[src/rtl/tsv_arb_pkg.sv]
// Shared definitions for the TSV bus arbiter.
//   arb_state_t : arbiter FSM states (also exported on the debug port)
//   BEAF_TAG    : tag carried in the upper half of self-test frame beats
//   idw()       : width of a layer index for a given layer count
package tsv_arb_pkg;

    typedef enum logic [1:0] {
        IDLE  = 2'd0,
        GRANT = 2'd1,
        XFER  = 2'd2,
        GAP   = 2'd3
    } arb_state_t;

    localparam logic [15:0] BEAF_TAG = 16'hBEAF;

    // A single-layer stack would give clog2 = 0; keep at least one bit.
    function automatic int idw(input int n);
        return (n > 1) ? $clog2(n) : 1;
    endfunction

endpackage

[src/rtl/tsv_bus_arbiter_rr_pick.sv]
// Round-robin winner selection (purely combinational).
//   req    : per-layer request vector
//   rr_ptr : layer index that has the highest priority this round
//   any    : at least one request is set
//   winner : first requesting layer scanning rr_ptr, rr_ptr+1, ... mod N_LAYERS
module rr_pick
    import tsv_arb_pkg::*;
#(
    parameter int N_LAYERS = 4,
    parameter int IDW      = idw(N_LAYERS)
) (
    input  logic [N_LAYERS-1:0] req,
    input  logic [IDW-1:0]      rr_ptr,
    output logic                any,
    output logic [IDW-1:0]      winner
);

    int             idx;
    logic [IDW-1:0] idx_l;

    always_comb begin
        any    = 1'b0;
        winner = '0;
        idx    = 0;
        idx_l  = '0;
        // Walk the ring starting at rr_ptr; the first hit wins.
        for (int k = 0; k < N_LAYERS; k++) begin
            idx   = (int'(rr_ptr) + k) % N_LAYERS;
            idx_l = IDW'(idx);
            if (!any && req[idx_l]) begin
                any    = 1'b1;
                winner = idx_l;
            end
        end
    end

endmodule

[src/rtl/tsv_bus_arbiter.sv]
// Round-robin arbiter for the shared inter-layer TSV data bus.
// One layer owns the bus at a time; its beats are forwarded with one cycle
// of latency. Beat-count and watchdog limits force a release so a hung
// layer cannot starve the stack.
//
// Beat handshake: a beat transfers on every XFER cycle in which the owner's
// valid is high; there is no backpressure (no ready), so the owner must hold
// data/last stable only for that cycle. last is ignored unless valid is high.
//
// Ports:
//   clk, rst     : clock, asynchronous active-high reset
//   req          : per-layer level request
//   valid, last  : per-layer beat valid and last-beat flag (owner's only used)
//   data_in      : layer i beat on [i*DW +: DW]
//   gnt          : registered one-hot grant
//   bus_data     : registered bus beat (holds outside XFER)
//   bus_valid    : registered bus beat valid
//   busy         : high in GRANT/XFER/GAP
//   timeout_err  : 1-cycle pulse when the watchdog revokes a grant
//   overrun_err  : 1-cycle pulse when MAX_BEATS is reached without last
//   err_layer    : owner at the most recent error
//   state_dbg    : current FSM state
module tsv_bus_arbiter
    import tsv_arb_pkg::*;
#(
    parameter int  N_LAYERS  = 4,
    parameter int  DW        = 32,
    parameter int  MAX_BEATS = 8,
    parameter int  TIMEOUT   = 35,
    localparam int IDW       = idw(N_LAYERS)
) (
    input  logic                   clk,
    input  logic                   rst,
    input  logic [N_LAYERS-1:0]    req,
    input  logic [N_LAYERS-1:0]    valid,
    input  logic [N_LAYERS-1:0]    last,
    input  logic [N_LAYERS*DW-1:0] data_in,
    output logic [N_LAYERS-1:0]    gnt,
    output logic [DW-1:0]          bus_data,
    output logic                   bus_valid,
    output logic                   busy,
    output logic                   timeout_err,
    output logic                   overrun_err,
    output logic [IDW-1:0]         err_layer,
    output arb_state_t             state_dbg
);

    localparam int                  BW        = $clog2(MAX_BEATS + 1);
    localparam int                  WW        = $clog2(TIMEOUT + 1);
    localparam logic [BW-1:0]       BEAT_LAST = BW'(MAX_BEATS - 1);
    localparam logic [WW-1:0]       WD_LAST   = WW'(TIMEOUT - 1);
    localparam logic [IDW-1:0]      LAST_ID   = IDW'(N_LAYERS - 1);
    localparam logic [N_LAYERS-1:0] ONE_HOT0  = N_LAYERS'(1);

    arb_state_t     state;
    logic [IDW-1:0] owner;
    logic [IDW-1:0] rr_ptr;
    logic [BW-1:0]  beat_cnt;
    logic [WW-1:0]  wd_cnt;

    logic           pick_any;
    logic [IDW-1:0] pick_winner;

    logic [DW-1:0]  lane [N_LAYERS];
    logic [DW-1:0]  own_data;
    logic           own_valid;
    logic           own_last;
    logic           own_req;

    logic           exit_now;
    logic           ovr_hit;
    logic           to_hit;

    assign state_dbg = state;

    for (genvar i = 0; i < N_LAYERS; i++) begin : g_lane
        assign lane[i] = data_in[i*DW +: DW];
    end

    assign own_data  = lane[owner];
    assign own_valid = valid[owner];
    assign own_last  = last[owner];
    assign own_req   = req[owner];

    rr_pick #(
        .N_LAYERS (N_LAYERS),
        .IDW      (IDW)
    ) u_rr_pick (
        .req    (req),
        .rr_ptr (rr_ptr),
        .any    (pick_any),
        .winner (pick_winner)
    );

    // XFER exit decode. The if/else chain fixes precedence: a dropped request
    // aborts silently, a last beat always ends cleanly (even when it lands on
    // the final watchdog cycle), then overrun, then watchdog.
    always_comb begin
        exit_now = 1'b0;
        ovr_hit  = 1'b0;
        to_hit   = 1'b0;
        if (!own_req) begin
            exit_now = 1'b1;
        end else if (own_valid && own_last) begin
            exit_now = 1'b1;
        end else if (own_valid && (beat_cnt == BEAT_LAST)) begin
            exit_now = 1'b1;
            ovr_hit  = 1'b1;
        end else if (wd_cnt == WD_LAST) begin
            exit_now = 1'b1;
            to_hit   = 1'b1;
        end
    end

    always_ff @(posedge clk or posedge rst) begin
        if (rst) begin
            state       <= IDLE;
            owner       <= '0;
            rr_ptr      <= '0;
            beat_cnt    <= '0;
            wd_cnt      <= '0;
            gnt         <= '0;
            bus_data    <= '0;
            bus_valid   <= 1'b0;
            busy        <= 1'b0;
            timeout_err <= 1'b0;
            overrun_err <= 1'b0;
            err_layer   <= '0;
        end else begin
            timeout_err <= 1'b0;
            overrun_err <= 1'b0;
            case (state)
                IDLE: begin
                    if (pick_any) begin
                        owner <= pick_winner;
                        gnt   <= ONE_HOT0 << pick_winner;
                        busy  <= 1'b1;
                        state <= GRANT;
                    end
                end
                GRANT: begin
                    beat_cnt <= '0;
                    wd_cnt   <= '0;
                    state    <= XFER;
                end
                XFER: begin
                    // The beat sampled on the exit edge is still forwarded.
                    bus_data  <= own_data;
                    bus_valid <= own_valid;
                    if (own_valid) begin
                        beat_cnt <= beat_cnt + 1'b1;
                    end
                    wd_cnt <= wd_cnt + 1'b1;
                    if (exit_now) begin
                        gnt   <= '0;
                        state <= GAP;
                        if (ovr_hit) begin
                            overrun_err <= 1'b1;
                            err_layer   <= owner;
                        end
                        if (to_hit) begin
                            timeout_err <= 1'b1;
                            err_layer   <= owner;
                        end
                    end
                end
                GAP: begin
                    bus_valid <= 1'b0;
                    rr_ptr    <= (owner == LAST_ID) ? '0 : owner + 1'b1;
                    busy      <= 1'b0;
                    state     <= IDLE;
                end
                default: state <= IDLE;
            endcase
        end
    end

endmodule

[config.mk]
export PLATFORM = sky130hd
export DESIGN_NAME = tsv_bus_arbiter
export DESIGN_NICKNAME = d
export VERILOG_FILES = /design/src/rtl/tsv_arb_pkg.sv /design/src/rtl/tsv_bus_arbiter_rr_pick.sv /design/src/rtl/tsv_bus_arbiter.sv
export SDC_FILE = /design/constraint.sdc
export NUM_CORES = 1
export LEC_CHECK = 0
export ABC_AREA = 1
export CAP_MARGIN = 5
export CORE_MARGIN = 5
export CORE_UTILIZATION = 40
export DETAILED_ROUTE_END_ITERATION = 12
export HOLD_SLACK_MARGIN = 0.03
export PLACE_DENSITY = 0.92
export SYNTH_ARGS = -nofsm -noshare
export SYNTH_HDL_FRONTEND = slang
export SYNTH_SLANG_ARGS = --single-unit
[constraint.sdc]
create_clock -name clk -period 2.2 [get_ports clk]
set_input_delay 0.44 -clock clk [delete_from_list [all_inputs] [get_ports clk]]
set_output_delay 0.44 -clock clk [all_outputs]
set_load 0.02 [all_outputs]
=== Word level (Yosys, flattened, before mapping) ===
Index checks and enable logic that the tools add are counted.

* Shifts and indexed selects: 1
* Reductions and logical operators: 20
* Order comparisons: 6
* Equality and inequality tests: 9
* Add/subtract/negate cells: 6
* Bitwise gates (word level): 1
* Muxes and demuxes: 56

{| class="wikitable"
|+ Operators with widths
! operator !! count
|-
| $bmux W32 S2 || 1
|-
| $mux W32 || 2
|-
| $mux W1 || 28
|-
| $mux W2 || 9
|-
| $pmux W4 S2 || 2
|-
| $lt A2 B3 Y1 const B || 5
|-
| $bmux W1 S2 || 7
|-
| $mux W4 || 3
|-
| $pmux W6 S2 || 1
|-
| $reduce_bool A2 Y1 || 5
|-
| $pmux W2 S4 || 1
|-
| $reduce_and A2 Y1 || 4
|-
| $add A6 B1 Y6 const B || 1
|-
| $eq A2 B2 Y1 const B || 3
|-
| $eq A6 B6 Y1 const B || 1
|-
| $ne A2 B2 Y1 const B || 3
|-
| $reduce_and A3 Y1 || 2
|-
| $logic_and A1 B1 Y1 || 5
|-
| $add A2 B1 Y2 const B || 2
|-
| $add A2 B2 Y2 const B || 2
|-
| $add A4 B1 Y4 const B || 1
|-
| $eq A4 B3 Y1 const B || 1
|-
| $pmux W1 S2 || 2
|-
| $shl A1 B2 Y4 const A || 1
|-
| 5 further kinds || 7
|}

* Output and inout port bits: 44
* Logic and storage cells: 111
* Flip-flop bits (word level): 58

=== Logic depth before layout (Yosys ltp) ===
* Word-level depth: 15
* Gate-level depth with buffers: 12
* Depth with buffers taken out: 12

=== Cells and area by module ===
From an unflattened synthesis, not the netlist that was laid out.

* Cells, all modules: 549
* Area, all modules: 3784.9 sq um

{| class="wikitable"
|+ Modules (own cells, without submodules)
! module !! area each (sq um) !! times used !! sequential area each (sq um) !! cells each
|-
| tsv_bus_arbiter || 3465.8 || 1 || 1451.4 || 490
|-
| rr_pick || 319.1 || 1 || 0.0 || 59
|}

=== Least setup slack after synthesis ===
No wires, ideal clock.

* Path type: register -> register
* From: register state[0], in the netlist state_dbg[0]
* To: register beat_cnt[3]
* Stages on the path, launching flop included: 8
* Data arrival time: 1.558 ns
* Period minus slack after synthesis: 1.683 ns
* Slack: 0.517 ns
* Required time: 2.075 ns
* Cell sequence: dfrtp_1 inv_1 ha_1 buf_2 inv_1 nand2_1 nand2_1 mux2_2

* Word-level cells in the longest chain between the ends: 3
* Elaborated cells between the ends (all ways): 6
* Classes of those cells: eq/ne (3); mux (1); reduce/logical (2)

{| class="wikitable"
|+ Ends and longest elaborated chain
! element !! line !! RTL
|-
| from (decl) || tsv_bus_arbiter.sv:55 || <nowiki>arb_state_t state;</nowiki>
|-
| from (signal assigned) || tsv_bus_arbiter.sv:117 || <nowiki>state <= IDLE;</nowiki>
|-
| from (signal assigned) || tsv_bus_arbiter.sv:138 || <nowiki>state <= GRANT;</nowiki>
|-
| from (signal assigned) || tsv_bus_arbiter.sv:144 || <nowiki>state <= XFER;</nowiki>
|-
| $eq A2 B2 Y1 or $eq A2 B1 Y1 (tied branches) || tsv_bus_arbiter.sv:132 || <nowiki>case (state)</nowiki>
|-
| $ne A2 B2 Y1 (no line) or $reduce_bool A2 Y1 (tied branches) || -- ||
|-
| $reduce_and A2 Y1 (no line) || -- ||
|-
| to (signal assigned) || tsv_bus_arbiter.sv:151 || <nowiki>beat_cnt <= beat_cnt + 1'b1;</nowiki>
|-
| to (decl) || tsv_bus_arbiter.sv:58 || <nowiki>logic [BW-1:0] beat_cnt;</nowiki>
|}

Parallel ways exist; a longest one is shown, timed or not.
A chain may end at the register's enable or synchronous reset.

=== Worst setup path after layout ===
* From: register state[0], in the netlist state_dbg[0]
* To: output port state_dbg[0]

{| class="wikitable"
|+ RTL lines
! element !! line !! RTL
|-
| to (decl) || tsv_bus_arbiter.sv:45 || <nowiki>output arb_state_t state_dbg</nowiki>
|}

No word-level cell between the ends.

==> summary.md <==
| Metric | Value |
|---|---|
| Max cap viols | 0 |
| CP Max Fanout | 5 |
| Slew Limit Headroom | between 70% and 80% |
| Largest net degree at the start of global routing | 43 |
| CTS Buf Count | 9 |
| Static Leak | around 2.5 nW |
| Clock Path Buffers | 2 |
| DRC Markers | 0 |
| CORE AREA | between 9000 and 10,000 um2 |
| Root Driver | clkbuf_8 |
| Number of port buffers | ~190 |
| RSZ-0062 raised after global routing | false |
| Synth warn | 0 |
| Worst hold path class | input pin to asynchronous set/reset pin |
| Core Rows | 35 |
| CTS hold repair buffers | 0 |
| Fill count | 772 |
| Syn_area_per_cell | 6.907 um2 |
| Die Span Y | 106.2 um |
| Area grow syn2layout | 58.43% |
| FF-to-FF path depth | 7 |
| Final hold viol count | 0 |
| First-pass GRT wire length | approximately 20,000 um |
| Most frequent cells in the layout | clkdlybuf4s50_1 (185), nor2_1 (176), o21ai_0 (70) |
| Grt total ovfl | 0 |
| Initial core utilization | around 40% |
| Sequential Area | 1453 um2 |
| Slowest stage cell, crit path | clkdlybuf4s50_1 |
| Final period util | a little over four fifths |
| Worst setup EP type | output pin |
| Detailed Route Iter0 Violations | 151 |
| Crit path max-delay family | buffers and inverters |
| Crit-path max cell delay | about 630 ps |
| Most common cell after layout, fill and taps aside | clkdlybuf4s50_1 |
| Worst vdd ir | ~0.53 mV |
| Final WS setup | roughly 360 ps |
| H-tree levels | 3 |
| Clock latency on the worst-skew pair | around 330 ps |
| Total track usage | 22.42% |
| Worst path cell trace | clkdlybuf4s50_1 |
| Unique masters post-synth | 35 |
| Num Clock Sinks | between 50 and 60 |
| Seq/Total Area, Yosys | between 30% and 40% |
| Place WS | ~220 ps |
| Vias per cell | 5.135 |
| WS Path Type | flip-flop to output pin |
| Worst path arrival time | approximately 1400 ps |
| CP startpoint kind | flip-flop |
| HPWL Detailed | 9915 um |
| Syn Inst Count | roughly 540 |
| Routed len/inst | between 15 and 20 um |
| Crit path required time | ~1800 ps |
| Setup violators final | 0 |
| Post-CTS setup buffer count | 0 |
| WL final | about 13,000 um |
| Status | complete, no violations |
| Share of cells above drive strength 1 | ~7.3% |
| Multi-input logic area | about 2000 um2 |
| Reg clk slew, reported paths | ~70 ps |
| Setup TNS | 0 ps |
| Buffers and inverters on the worst path | 1 |
| Die area | 11,280 um2 |
| CP Depth | 1 |
| GP Congestion | roughly 0.96 |
| DIE WIDTH | ~110 um |
| Io pins | around 190 |
| P per Cell Area | roughly 1300 nW/um2 |
| # nets final | 861 |
| Final Util | 64.09% |
| Worst-margin pin slew | 438.0 ps |
| Clock Skews | approximately 9.4 ps |
| Post-CTS Resized | 0 |
| Syn nets | 686 |
| Overall power | about 7.7 mW |
| Pre-antenna DRT Iters | 5 |
| Diode count | 0 |
| Total number of vias | roughly 4.2k |
| Fmax | between 0.5 and 0.6 GHz |
| Area of the mapped netlist | 3702 um2 |
| Max Slew Vio Count | 0 |
| #FFs+latches synth | 58 |
| Number of global-route vias before repair | around 4.3k |
| Antenna-violating nets left | 0 |
| TritonCTS clock tree | done |
| Crit path time final | 1838 ps |
| Initial antenna violation count | 0 |
[flip-flops by register name, summed over array words and instances, names as in the netlist]
signal       flops
overrun_err      1
rr_ptr           2
gnt              4
bus_valid        1
beat_cnt         4
busy             1
bus_data        32
err_layer        2
owner            2
wd_cnt           6
state_dbg        2
timeout_err      1
[cell usage after synthesis (all sizes together)]
cell    instances  area share [%]
nor2          179              18
nand2          77             8.6
o21ai          75              10
dfrtp          58              39
a31oi          33             5.6
inv            24             2.7
nand3          24             3.5
buf            18             2.7
clkbuf         13             1.3
ha              8             2.7
a21oi           7             1.3
nor3            5            0.68
nand4           3            0.51
nor3b           3            0.61
and2            2            0.44
mux2            1            0.30
mux2i           1            0.27
o22ai           1            0.17
o31ai           1            0.20
or2             1            0.17
xnor2           1            0.24
xor2            1            0.24
[cell families after synthesis]
kind of cell / share of synthesized area, %
AO/OA/AOI/OAI: 17.34
AND/OR/NAND/NOR: 32.95
adder cells (fa/ha/maj): 2.704
XOR/XNOR: 0.4732
flip-flops: 39.20
buffers and inverters: 6.759
multiplexers: 0.5745
[power breakdown]
group          internal [mW]  switching, mW  leakage [nW]
logic                   1.88           2.79          1.73
registers               1.53          0.372         0.692
clock network          0.665          0.435         0.109
[worst paths after layout]
path                                      to  slack (ps)          from
worst max-delay path            state_dbg[0]         360  state_dbg[0]
worst min-delay path             beat_cnt[2]         440           rst
worst max register to register     wd_cnt[5]         390  state_dbg[0]
worst min register to register        gnt[2]         500        gnt[2]
max in group asynchronous       bus_data[25]        1290           rst
min in group clk                      gnt[2]         500        gnt[2]
[final cells by class]
class / instances / area share, %
Clock buffer: 11 / 2.410
Clock inverter: 5 / 1.323
Inverter: 24 / 1.706
Multi-Input combinational cell: 423 / 34.15
Sequential cell: 58 / 24.77
Tap cell: 111 / 2.368
Timing Repair Buffer: 195 / 33.28
[per-layer routing]
metal | part of all wire, % | up-vias | wire (um) | GRT usage, %
met2 | 52 | 172 | 6621 | 39.91
met4 | 1.4 | 0 | 184 | 7.956
met1 | 39 | 1943 | 4989 | 26.07
li1 | - | 2114 | - | -
met5 | 0 | - | 0 | 0
met3 | 7.2 | 18 | 917 | 5.525
[worst reg2reg max path, stage by stage, from the launching register on]
cell and delay (ps):
dfrtp_1 430, inv_1 90, ha_1 360, inv_1 120, nor3_1 250, nand2_1 120, o21ai_0 170, nor3b_1 180
[stage by stage]
step                      cell area (um2)  std cells  hold slack, ps
final                                5866        827           435.5
after global routing                 5866        827           464.6
after CTS                            5866        827           433.4
after detailed placement             5647        811           473.0
after global placement               5647        811           480.7
after floorplan                      3702        536           478.2
(Power assumes the default switching activity.)
